File: src/rtl/pc_unit_if.sv
// Command/status bundle between the sequencer and the program counter.
// master drives the per-cycle commands and target; slave returns pc and RAS flags.
interface pc_unit_if #(
    parameter int WIDTH = 16
);
    logic             clr;
    logic             load;
    logic             inc;
    logic             call;
    logic             ret;
    logic [WIDTH-1:0] d;
    logic [WIDTH-1:0] pc;
    logic             ras_empty;
    logic             ras_full;
    logic             ras_err;

    modport master (
        output clr, load, inc, call, ret, d,
        input  pc, ras_empty, ras_full, ras_err
    );

    modport slave (
        input  clr, load, inc, call, ret, d,
        output pc, ras_empty, ras_full, ras_err
    );
endinterface

File: src/rtl/pc_unit.sv
// Program counter with clear/load/increment and call/return through a circular
// return-address stack. The RAS exists only when PC_UNIT_RAS_EN is defined.
module pc_unit #(
    parameter int               WIDTH        = 16,
    parameter logic [WIDTH-1:0] RESET_VECTOR = '0,
    parameter int               DEPTH        = 4
) (
    input logic      clk,
    input logic      rst_n,
    pc_unit_if.slave bus
);
    typedef enum logic [2:0] {
        CMD_HOLD,
        CMD_INC,
        CMD_LOAD,
        CMD_RET,
        CMD_CALL,
        CMD_CLR
    } cmd_e;

    if (WIDTH < 4) begin : g_bad_width
        $error("pc_unit: WIDTH must be at least 4");
    end
    if (DEPTH < 2 || DEPTH > 16 || (DEPTH & (DEPTH - 1)) != 0) begin : g_bad_depth
        $error("pc_unit: DEPTH must be a power of two in 2..16");
    end

    cmd_e             cmd;
    logic [WIDTH-1:0] pc_q;
    logic [WIDTH-1:0] pc_inc;
    logic [WIDTH-1:0] ret_target;

    // Only the highest-priority request is acted on; the rest are dropped.
    always_comb begin
        cmd = CMD_HOLD;
        if (bus.clr)       cmd = CMD_CLR;
        else if (bus.call) cmd = CMD_CALL;
        else if (bus.ret)  cmd = CMD_RET;
        else if (bus.load) cmd = CMD_LOAD;
        else if (bus.inc)  cmd = CMD_INC;
    end

    assign pc_inc = pc_q + WIDTH'(1);

    always_ff @(posedge clk or negedge rst_n) begin
        if (!rst_n) begin
            pc_q <= RESET_VECTOR;
        end else begin
            unique case (cmd)
                CMD_CLR:            pc_q <= RESET_VECTOR;
                CMD_CALL, CMD_LOAD: pc_q <= bus.d;
                CMD_RET:            pc_q <= ret_target;
                CMD_INC:            pc_q <= pc_inc;
                default:            pc_q <= pc_q;
            endcase
        end
    end

    assign bus.pc = pc_q;

`ifdef PC_UNIT_RAS_EN
    localparam int             PTR_W    = $clog2(DEPTH);
    localparam logic [PTR_W:0] FULL_CNT = (PTR_W + 1)'(DEPTH);

    logic [WIDTH-1:0] ras_mem [DEPTH];
    logic [PTR_W-1:0] wr_ptr;
    logic [PTR_W-1:0] rd_ptr;
    logic [PTR_W:0]   count;
    logic [PTR_W:0]   count_nxt;
    logic             ras_empty_q;
    logic             ras_full_q;
    logic             ras_err_q;

    assign rd_ptr     = wr_ptr - PTR_W'(1);
    assign ret_target = (count != '0) ? ras_mem[rd_ptr] : pc_q;

    // A push onto a full stack overwrites the oldest entry, so count saturates.
    always_comb begin
        count_nxt = count;
        unique case (cmd)
            CMD_CLR:  count_nxt = '0;
            CMD_CALL: if (count != FULL_CNT) count_nxt = count + (PTR_W + 1)'(1);
            CMD_RET:  if (count != '0)       count_nxt = count - (PTR_W + 1)'(1);
            default:  count_nxt = count;
        endcase
    end

    always_ff @(posedge clk or negedge rst_n) begin
        if (!rst_n) begin
            wr_ptr      <= '0;
            count       <= '0;
            ras_empty_q <= 1'b1;
            ras_full_q  <= 1'b0;
            ras_err_q   <= 1'b0;
        end else begin
            count       <= count_nxt;
            ras_empty_q <= (count_nxt == '0);
            ras_full_q  <= (count_nxt == FULL_CNT);
            unique case (cmd)
                CMD_CLR: begin
                    wr_ptr    <= '0;
                    ras_err_q <= 1'b0;
                end
                CMD_CALL: begin
                    wr_ptr <= wr_ptr + PTR_W'(1);
                    if (count == FULL_CNT) ras_err_q <= 1'b1;
                end
                CMD_RET: begin
                    if (count != '0) wr_ptr    <= rd_ptr;
                    else             ras_err_q <= 1'b1;
                end
                default: wr_ptr <= wr_ptr;
            endcase
        end
    end

    // Storage needs no reset: entries are only read while count says they are valid.
    always_ff @(posedge clk) begin
        if (rst_n && cmd == CMD_CALL) ras_mem[wr_ptr] <= pc_inc;
    end

    assign bus.ras_empty = ras_empty_q;
    assign bus.ras_full  = ras_full_q;
    assign bus.ras_err   = ras_err_q;
`else
    assign ret_target    = pc_q;
    assign bus.ras_empty = 1'b1;
    assign bus.ras_full  = 1'b0;
    assign bus.ras_err   = 1'b0;
`endif
endmodule

File: src/flat_wrapper.sv
// flat-port wrapper written by rule: the top's interface ports become plain ports
module pc_unit_flat 
#(
    parameter int               WIDTH        = 16,
    parameter logic [WIDTH-1:0] RESET_VECTOR = '0,
    parameter int               DEPTH        = 4
)
  (clk, rst_n, bus_clr, bus_load, bus_inc, bus_call, bus_ret, bus_d, bus_pc, bus_ras_empty, bus_ras_full, bus_ras_err);
  pc_unit_if #(.WIDTH(WIDTH)) bus_i ();
  input logic clk;
  input logic rst_n;
  input wire logic [$bits(bus_i.clr)-1:0] bus_clr;
  input wire logic [$bits(bus_i.load)-1:0] bus_load;
  input wire logic [$bits(bus_i.inc)-1:0] bus_inc;
  input wire logic [$bits(bus_i.call)-1:0] bus_call;
  input wire logic [$bits(bus_i.ret)-1:0] bus_ret;
  input wire logic [$bits(bus_i.d)-1:0] bus_d;
  output wire logic [$bits(bus_i.pc)-1:0] bus_pc;
  output wire logic [$bits(bus_i.ras_empty)-1:0] bus_ras_empty;
  output wire logic [$bits(bus_i.ras_full)-1:0] bus_ras_full;
  output wire logic [$bits(bus_i.ras_err)-1:0] bus_ras_err;
  assign bus_i.clr = bus_clr;
  assign bus_i.load = bus_load;
  assign bus_i.inc = bus_inc;
  assign bus_i.call = bus_call;
  assign bus_i.ret = bus_ret;
  assign bus_i.d = bus_d;
  assign bus_pc = bus_i.pc;
  assign bus_ras_empty = bus_i.ras_empty;
  assign bus_ras_full = bus_i.ras_full;
  assign bus_ras_err = bus_i.ras_err;
  pc_unit #(.WIDTH(WIDTH), .RESET_VECTOR(RESET_VECTOR), .DEPTH(DEPTH)) u_core (.clk(clk), .rst_n(rst_n), .bus(bus_i));
endmodule
File: config.mk
export PLATFORM = sky130hd
export DESIGN_NAME = pc_unit_flat
export DESIGN_NICKNAME = d
export VERILOG_FILES = /design/src/rtl/pc_unit_if.sv /design/src/rtl/pc_unit.sv /design/src/flat_wrapper.sv
export SDC_FILE = /design/constraint.sdc
export NUM_CORES = 1
export LEC_CHECK = 0
export BUFFER_PORTS_ARGS = -buffer_cell sky130_fd_sc_hd__buf_2
export CAP_MARGIN = 0
export CORE_MARGIN = 5
export CORE_UTILIZATION = 43
export DETAILED_ROUTE_END_ITERATION = 6
export GPL_ROUTABILITY_DRIVEN = 1
export PLACE_DENSITY = 0.72
export RECOVER_POWER = 25
export SYNTH_ARGS = -nofsm -noshare
export SYNTH_HDL_FRONTEND = slang
export SYNTH_SLANG_ARGS = --single-unit
File: constraint.sdc
create_clock -name clk -period 1.7 [get_ports clk]
set_input_delay 0.085 -clock clk [delete_from_list [all_inputs] [get_ports clk]]
set_output_delay 0.085 -clock clk [all_outputs]
set_load 0.005 [all_outputs]
==> results of run 1 <==
## cells by family after synthesis
group	after synthesis
AO/OA/AOI/OAI	33
XOR/XNOR	3
adder cells (fa/ha/maj)	1
buffers and inverters	11
flip-flops	16
other	2
AND/OR/NAND/NOR	57
## worst min-delay path by stage
stage              from                to  cells past startpoint
2_1_floorplan     rst_n  u_core.bus.pc[0]                      0
3_3_place_gp      rst_n  u_core.bus.pc[7]                      1
3_5_place_dp      rst_n  u_core.bus.pc[1]                      1
4_1_cts        bus_d[1]  u_core.bus.pc[1]                      3
5_1_grt        bus_d[1]  u_core.bus.pc[1]                      3
6_report       bus_d[1]  u_core.bus.pc[1]                      3
## power groups by stage
| stage | Clock, mW | Sequential [mW] | Combinational, mW |
|---|---|---|---|
| detailed placement | 0 | 0.441 | 0.201 |
| global route | 0.278 | 0.438 | 0.227 |
| CTS | 0.269 | 0.433 | 0.207 |
| floorplan | 0 | 0.450 | 0.0746 |
| global placement | 0 | 0.439 | 0.196 |
| finish | 0.262 | 0.433 | 0.206 |
## timing repair
item / 4_1_cts / 5_1_grt
setup endpoints to repair: 0 / 1
endpoints found under the hold margin: 18 / 0
hold buffers: 3 / 0
## cell usage in the layout, fill, tap and decap left out, types with 4 or more instances in the layout
master / n
a221o_1: 4
a22oi_1: 4
buf_2: 37
buf_4: 20
dfrtp_1: 15
inv_1: 4
nand2_1: 12
nand3_1: 10
nand4_1: 5
nor2_1: 4
nor3_1: 9
nor4_1: 4
o21ai_0: 10
## through the flow
| step | power [mW] | cells | util | hold slack [ns] | TNS, ns |
|---|---|---|---|---|---|
| 2_1_floorplan | 0.524 | 124 | - | -0.211 | -0.0422 |
| 3_3_place_gp | 0.635 | 205 | 0.582 | 0.0210 | 0 |
| 3_5_place_dp | 0.641 | 205 | 0.582 | 0.0291 | 0 |
| 4_1_cts | 0.909 | 212 | 0.609 | 0.0161 | 0 |
| 5_1_grt | 0.943 | 212 | 0.609 | 0.0283 | -0.0274 |
| 6_report | 0.902 | 212 | 0.609 | 0.0151 | 0 |
## cell type report
cell class | count | area, sq um | share of cell area
inverter | 4 | 15.0 | 0.0102
sequential | 16 | 402 | 0.274
tap | 30 | 37.5 | 0.0256
timing repair buffer | 61 | 369 | 0.252
multi-input combinational | 97 | 607 | 0.414
clock buffer | 4 | 36.3 | 0.0247
## routing by layer
metal	track usage	vias to the layer above	wire, microns
met4	0.0759	0	36
met2	0.329	52	1600
li1	-	584	-
met3	0.0302	4	255
met1	0.257	597	1450
met5	0	-	0
## worst max-delay path: cells and delay by family, from the launching register on
| kind | cells | cell delay (ns) |
|---|---|---|
| fa+ha+maj | 1 | 0.19 |
| flops | 1 | 0.38 |
| simple gates | 4 | 1.02 |
==> results.py, run 1 <==
metrics = {
    "clock_tree": {
        "clock_latency_ns": 0.29,
        "cts_buffers": 3,
        "cts-root-buf": "clkbuf_4",
        "tritoncts": "built",
        "cts.sinks": 16,
        "cts_buffer_depth": 2,
        "cts_max_level": 1,
        "cts-resized-gates": 0,
        "clk_pin_slew_worst_paths_ns": 0.10,
        "cts_setup_buffers": 0,
    },
    "worst_setup_path": {
        "path_class": "flip-flop to flip-flop",
        "slowest_delay_ns": 0.50,
        "r2r_cells": 5,
        "r2r-start": "u_core.bus.pc[1]",
        "crit_path_start": "u_core.bus.pc[1]",
        "path_max_fanout": 2,
        "worstPathRequired_ns": 1.93,
        "crit_slowest_cell": "or4_1",
        "rrSetupSlack_ns": 0.04,
        "worstPathCellList": "ha_2 > nand4_1 > or4_1 > or3_1 > nand3_1",
        "crit_arrival_ns": 1.89,
        "end_kind": "flip-flop",
        "critPathCapture": "u_core.bus.pc[14]",
        "reg2reg_to": "u_core.bus.pc[14]",
        "critPathLaunchType": "flip-flop",
    },
    "cells_and_area": {
        "fin_area_sq_um": 1470,
        "diodes": 0,
        "largest_reg_flops": 16,
        "fillCellCount": 235,
        "drive_gt1_frac": 0.363,
        "nets": 207,
        "area_growth_pct": 38.0,
    },
    "synthesis": {
        "synthCells": 123,
        "synthAdderAreaFrac": 0.0118,
        "yosys.area.top_type": "dfrtp_1",
        "synth_top_flop_cell": "dfrtp_1",
        "yosysWarnings": 0,
        "syn_area_per_cell_sq_um": 8.64,
        "ys_types": 41,
        "synth_commonest_cells": "dfrtp_1 (16), nand2_1 (12), nand3_1 (10), o21ai_0 (10), nor3_1 (9)",
        "synthArstFlopShare": 1.00,
        "synth.area.top_cells": "dfrtp_1 (38%), nand3_1 (4.7%), o21ai_0 (4.7%)",
        "synth_mux_area_frac": 0,
        "syn_area_sq_um": 1060,
        "ys_ff_latch": 16,
        "synth-xor-area-share": 0.0247,
        "synth_most_common_cell": "dfrtp_1",
        "synth_compound_area_frac": 0.227,
        "synth_edf_count": 0,
        "synth-simple-area-share": 0.294,
        "yosysTopAreaCellShare": 0.377,
        "ys_seq_area_frac": 0.377,
        "synth_top_family_by_area": "simple AND/OR/NAND/NOR gates",
    },
    "floorplan": {
        "fp-row-count": 18,
        "start_util": 0.441,
        "core_area_sq_um": 2410,
        "die_w_microns": 59.7,
        "dieHeight_microns": 59.7,
        "ios": 42,
        "die-area_sq_um": 3560,
    },
    "timing": {
        "slew_viol_final": 0,
        "layout_setup_ws_ns": 0.0374,
        "fin_crit_sh": 0.978,
        "slew_headroom": 0.392,
        "worst_pin_slew_ns": 0.912,
        "finalClockSkew_ns": 0.00470,
        "fmaxAchievable_mhz": 601,
        "rsz0062_at_grt": "true",
        "hold_viol_final": 0,
        "period_minus_slack_ns": 1.66,
        "setup_violations": 0,
    },
    "drt": {
        "avgViaCountPerCell": 5.83,
        "drc": 0,
        "dr.pass1.iters": 5,
        "wirelength_mm": 3.35,
        "vias": 1237,
        "drt_iter0_markers": 59,
        "postRouteAntennaNets": 0,
        "wire_per_inst_microns": 15.8,
    },
    "placement": {
        "portBuffers": 38,
        "post-place-ws_ns": 0.0449,
        "gp_congestion": 0.952,
        "dp.final_hpwl_mm": 2.61,
        "postPlaceCellArea_sq_um": 1400,
    },
    "hold_path": {
        "min_path_type": "input port to flip-flop",
    },
    "power": {
        "ir_worst_vdd_mv": 0.485,
        "seq_power_share": 0.480,
        "leakage_nw": 0.702,
        "power.share.switching": 0.291,
        "switchingPower_mw": 0.262,
        "clkPwrFrac": 0.291,
        "p_comb_frac": 0.229,
        "p_per_area_nw_per_um2": 615,
        "p_int_mw": 0.640,
    },
    "run_status": {
        "status": "complete, no violations",
    },
    "global_routing": {
        "grt_first_pass_wirelength_mm": 5.45,
        "grt_overflow": 0,
        "grt_pass1_vias": 1248,
        "antenna_found_initial": 0,
        "grt.total_usage": 0.198,
        "grt_max_degree": 17,
    },
    "flow_run": {
        "timing.max_cap.violations": 0,
    },
}
(Power assumes the default switching activity.)
==> inputs of run 2 (changes only) <==
- clock period: 1.7 -> 1.49 ns (I/O delays scaled with it)
==> run 2 against run 1 <==
Against the previous run: register-to-register slack lost 0.19 ns; core utilization grew 9.1 points; combinational power grew 39%; routed wire length grew 6.5%; flip-flop and latch count is the same; sequential power grew 13%; clock skew shrank 0.0016 ns; critical path type unchanged; sequential share of layout area shrank 3.6 points; the flow now finishes with violations (negative setup slack); via count grew 3.8%; die area is the same; clock-buffer cell count is the same.
==> results.py, run 2 (synthesized netlist as in run 1, its figures left out) <==
metrics = {
    "run_status": {
        "status": "complete, but fails checks",
        "violations": "negative setup slack",
    },
    "floorplan": {
        "die-area_sq_um": 3560,
        "fp-row-count": 18,
        "core_area_sq_um": 2410,
        "dieHeight_microns": 59.7,
        "ios": 42,
        "start_util": 0.441,
        "die_w_microns": 59.7,
    },
    "cells_and_area": {
        "utilization": 0.699,
        "final_cell_mix": "buf_2 (37), buf_4 (34), dfrtp_1 (15)",
        "fin_area_sq_um": 1690,
        "multi_input_area_sq_um": 709,
        "diodes": 0,
        "final_common_cell": "buf_2",
        "finalNonFillerCells": 228,
        "nets": 223,
        "area_growth_pct": 58.7,
        "drive_gt1_frac": 0.470,
        "largest_reg_flops": 16,
        "fillCellCount": 184,
        "seqCellArea_sq_um": 402,
    },
    "drt": {
        "drt_iter0_markers": 46,
        "vias": 1284,
        "dr.pass1.iters": 4,
        "avgViaCountPerCell": 5.63,
        "wirelength_mm": 3.56,
        "routed-wl-met3_microns": 334,
        "postRouteAntennaNets": 0,
        "top_layer": "met4",
        "wire_per_inst_microns": 15.6,
        "wl_met1_mm": 1.39,
        "wl_met2_mm": 1.79,
        "drc": 0,
    },
    "global_routing": {
        "antenna_found_initial": 0,
        "grt_first_pass_wirelength_mm": 5.67,
        "grt_pass1_vias": 1286,
        "grt_max_degree": 17,
        "grt.total_usage": 0.212,
        "grt_overflow": 0,
    },
    "power": {
        "power_mw": 1.02,
        "leakage_nw": 0.815,
        "ir_worst_vdd_mv": 0.445,
        "p_per_area_nw_per_um2": 606,
    },
    "placement": {
        "portBuffers": 38,
        "gp_congestion": 0.887,
        "dp.final_hpwl_mm": 2.70,
        "dp.cells": 218,
        "postPlaceCellArea_sq_um": 1500,
    },
    "timing": {
        "setup_violations": 2,
        "slew_headroom": 0.399,
        "worst_pin_slew_ns": 0.902,
        "fin_crit_sh": 1.10,
        "period_minus_slack_ns": 1.65,
        "finalSetupTns_ns": -0.187,
        "rsz0062_at_grt": "true",
        "finalClockSkew_ns": 0.00307,
        "fmaxAchievable_mhz": 607,
        "layout_setup_ws_ns": -0.156,
        "hold_viol_final": 0,
        "slew_viol_final": 0,
    },
    "worst_setup_path": {
        "path_buf_inv": 0,
        "path_max_fanout": 2,
        "worstPathRequired_ns": 1.73,
        "end_kind": "flip-flop",
        "worstPathCellList": "ha_4 > nand4_1 > or4_1 > or3_1 > nand3_1",
        "critPathLaunchType": "flip-flop",
        "critical_path.top_delay_family": "simple AND/OR/NAND/NOR gates",
        "slowest_delay_ns": 0.50,
        "crit_arrival_ns": 1.88,
        "path_class": "flip-flop to flip-flop",
        "crit_slowest_cell": "or4_1",
    },
    "flow_run": {
        "timing.max_cap.violations": 0,
    },
    "clock_tree": {
        "cts_buffer_depth": 2,
        "cts.sinks": 16,
        "clock_latency_ns": 0.29,
        "cts-root-buf": "clkbuf_4",
        "clk_pin_slew_worst_paths_ns": 0.10,
        "cts_max_level": 1,
        "tritoncts": "built",
        "cts_buffers": 3,
    },
    "hold_path": {
        "min_path_type": "input port to flip-flop",
    },
}
run 2: repair_timing:
action                                  4_1_cts  5_1_grt
endpoints found under the setup margin        4       11
hold buffers                                  4        0
resized for setup                             7       14
setup buffers                                 3        3
pin swaps                                     5        5
hold endpoints to repair                     19        0
gates cloned                                  0        0
run 2: cell type report:
cell class / instances / area share
clock buffers: 4 / 0.0156
inverters: 4 / 0.00891
multi-input cells: 97 / 0.421
flip-flops and latches: 16 / 0.238
well taps: 30 / 0.0223
repair buffers: 77 / 0.294
run 2: per-layer routing:
layer / up-vias / GRT usage
met5: - / 0
met4: 0 / 0.0886
met3: 5 / 0.0454
met2: 55 / 0.350
met1: 605 / 0.265
li1: 619 / -
run 2: where the power goes:
group	switching (mW)	total, mW	internal, mW	leakage (nW)
sequential	0.0243	0.488	0.464	0.209
clock	0.143	0.248	0.104	0.0150
combinational	0.140	0.286	0.146	0.591
run 2: worst register-to-register path: stages (launching register included):
cell	delay, ns
dfrtp_1	0.41
ha_4	0.16
nand4_1	0.13
or4_1	0.50
or3_1	0.32
nand3_1	0.08
run 2: per-stage QoR:
stage	setup slack (ns)	hold slack, ns
after detailed placement	-0.121	0.0149
final	-0.156	0.0101
after global routing	-0.234	0.00299
after CTS	-0.124	0.00495
after global placement	-0.0798	0.0106
after floorplan	-0.252	-0.221
run 2: path summary, 6_finish.rpt:
path,from,end,slack [ns],depth (start not counted)
worst max-delay path,u_core.bus.pc[1],u_core.bus.pc[14],-0.16,5
worst min-delay path,bus_d[1],u_core.bus.pc[1],0.01,3
worst max register to register,u_core.bus.pc[1],u_core.bus.pc[14],-0.16,5
worst min register to register,u_core.bus.pc[15],u_core.bus.pc[15],0.52,1
max in group asynchronous,rst_n,u_core.bus.pc[0],0.47,2
min in group asynchronous,rst_n,u_core.bus.pc[8],0.42,2
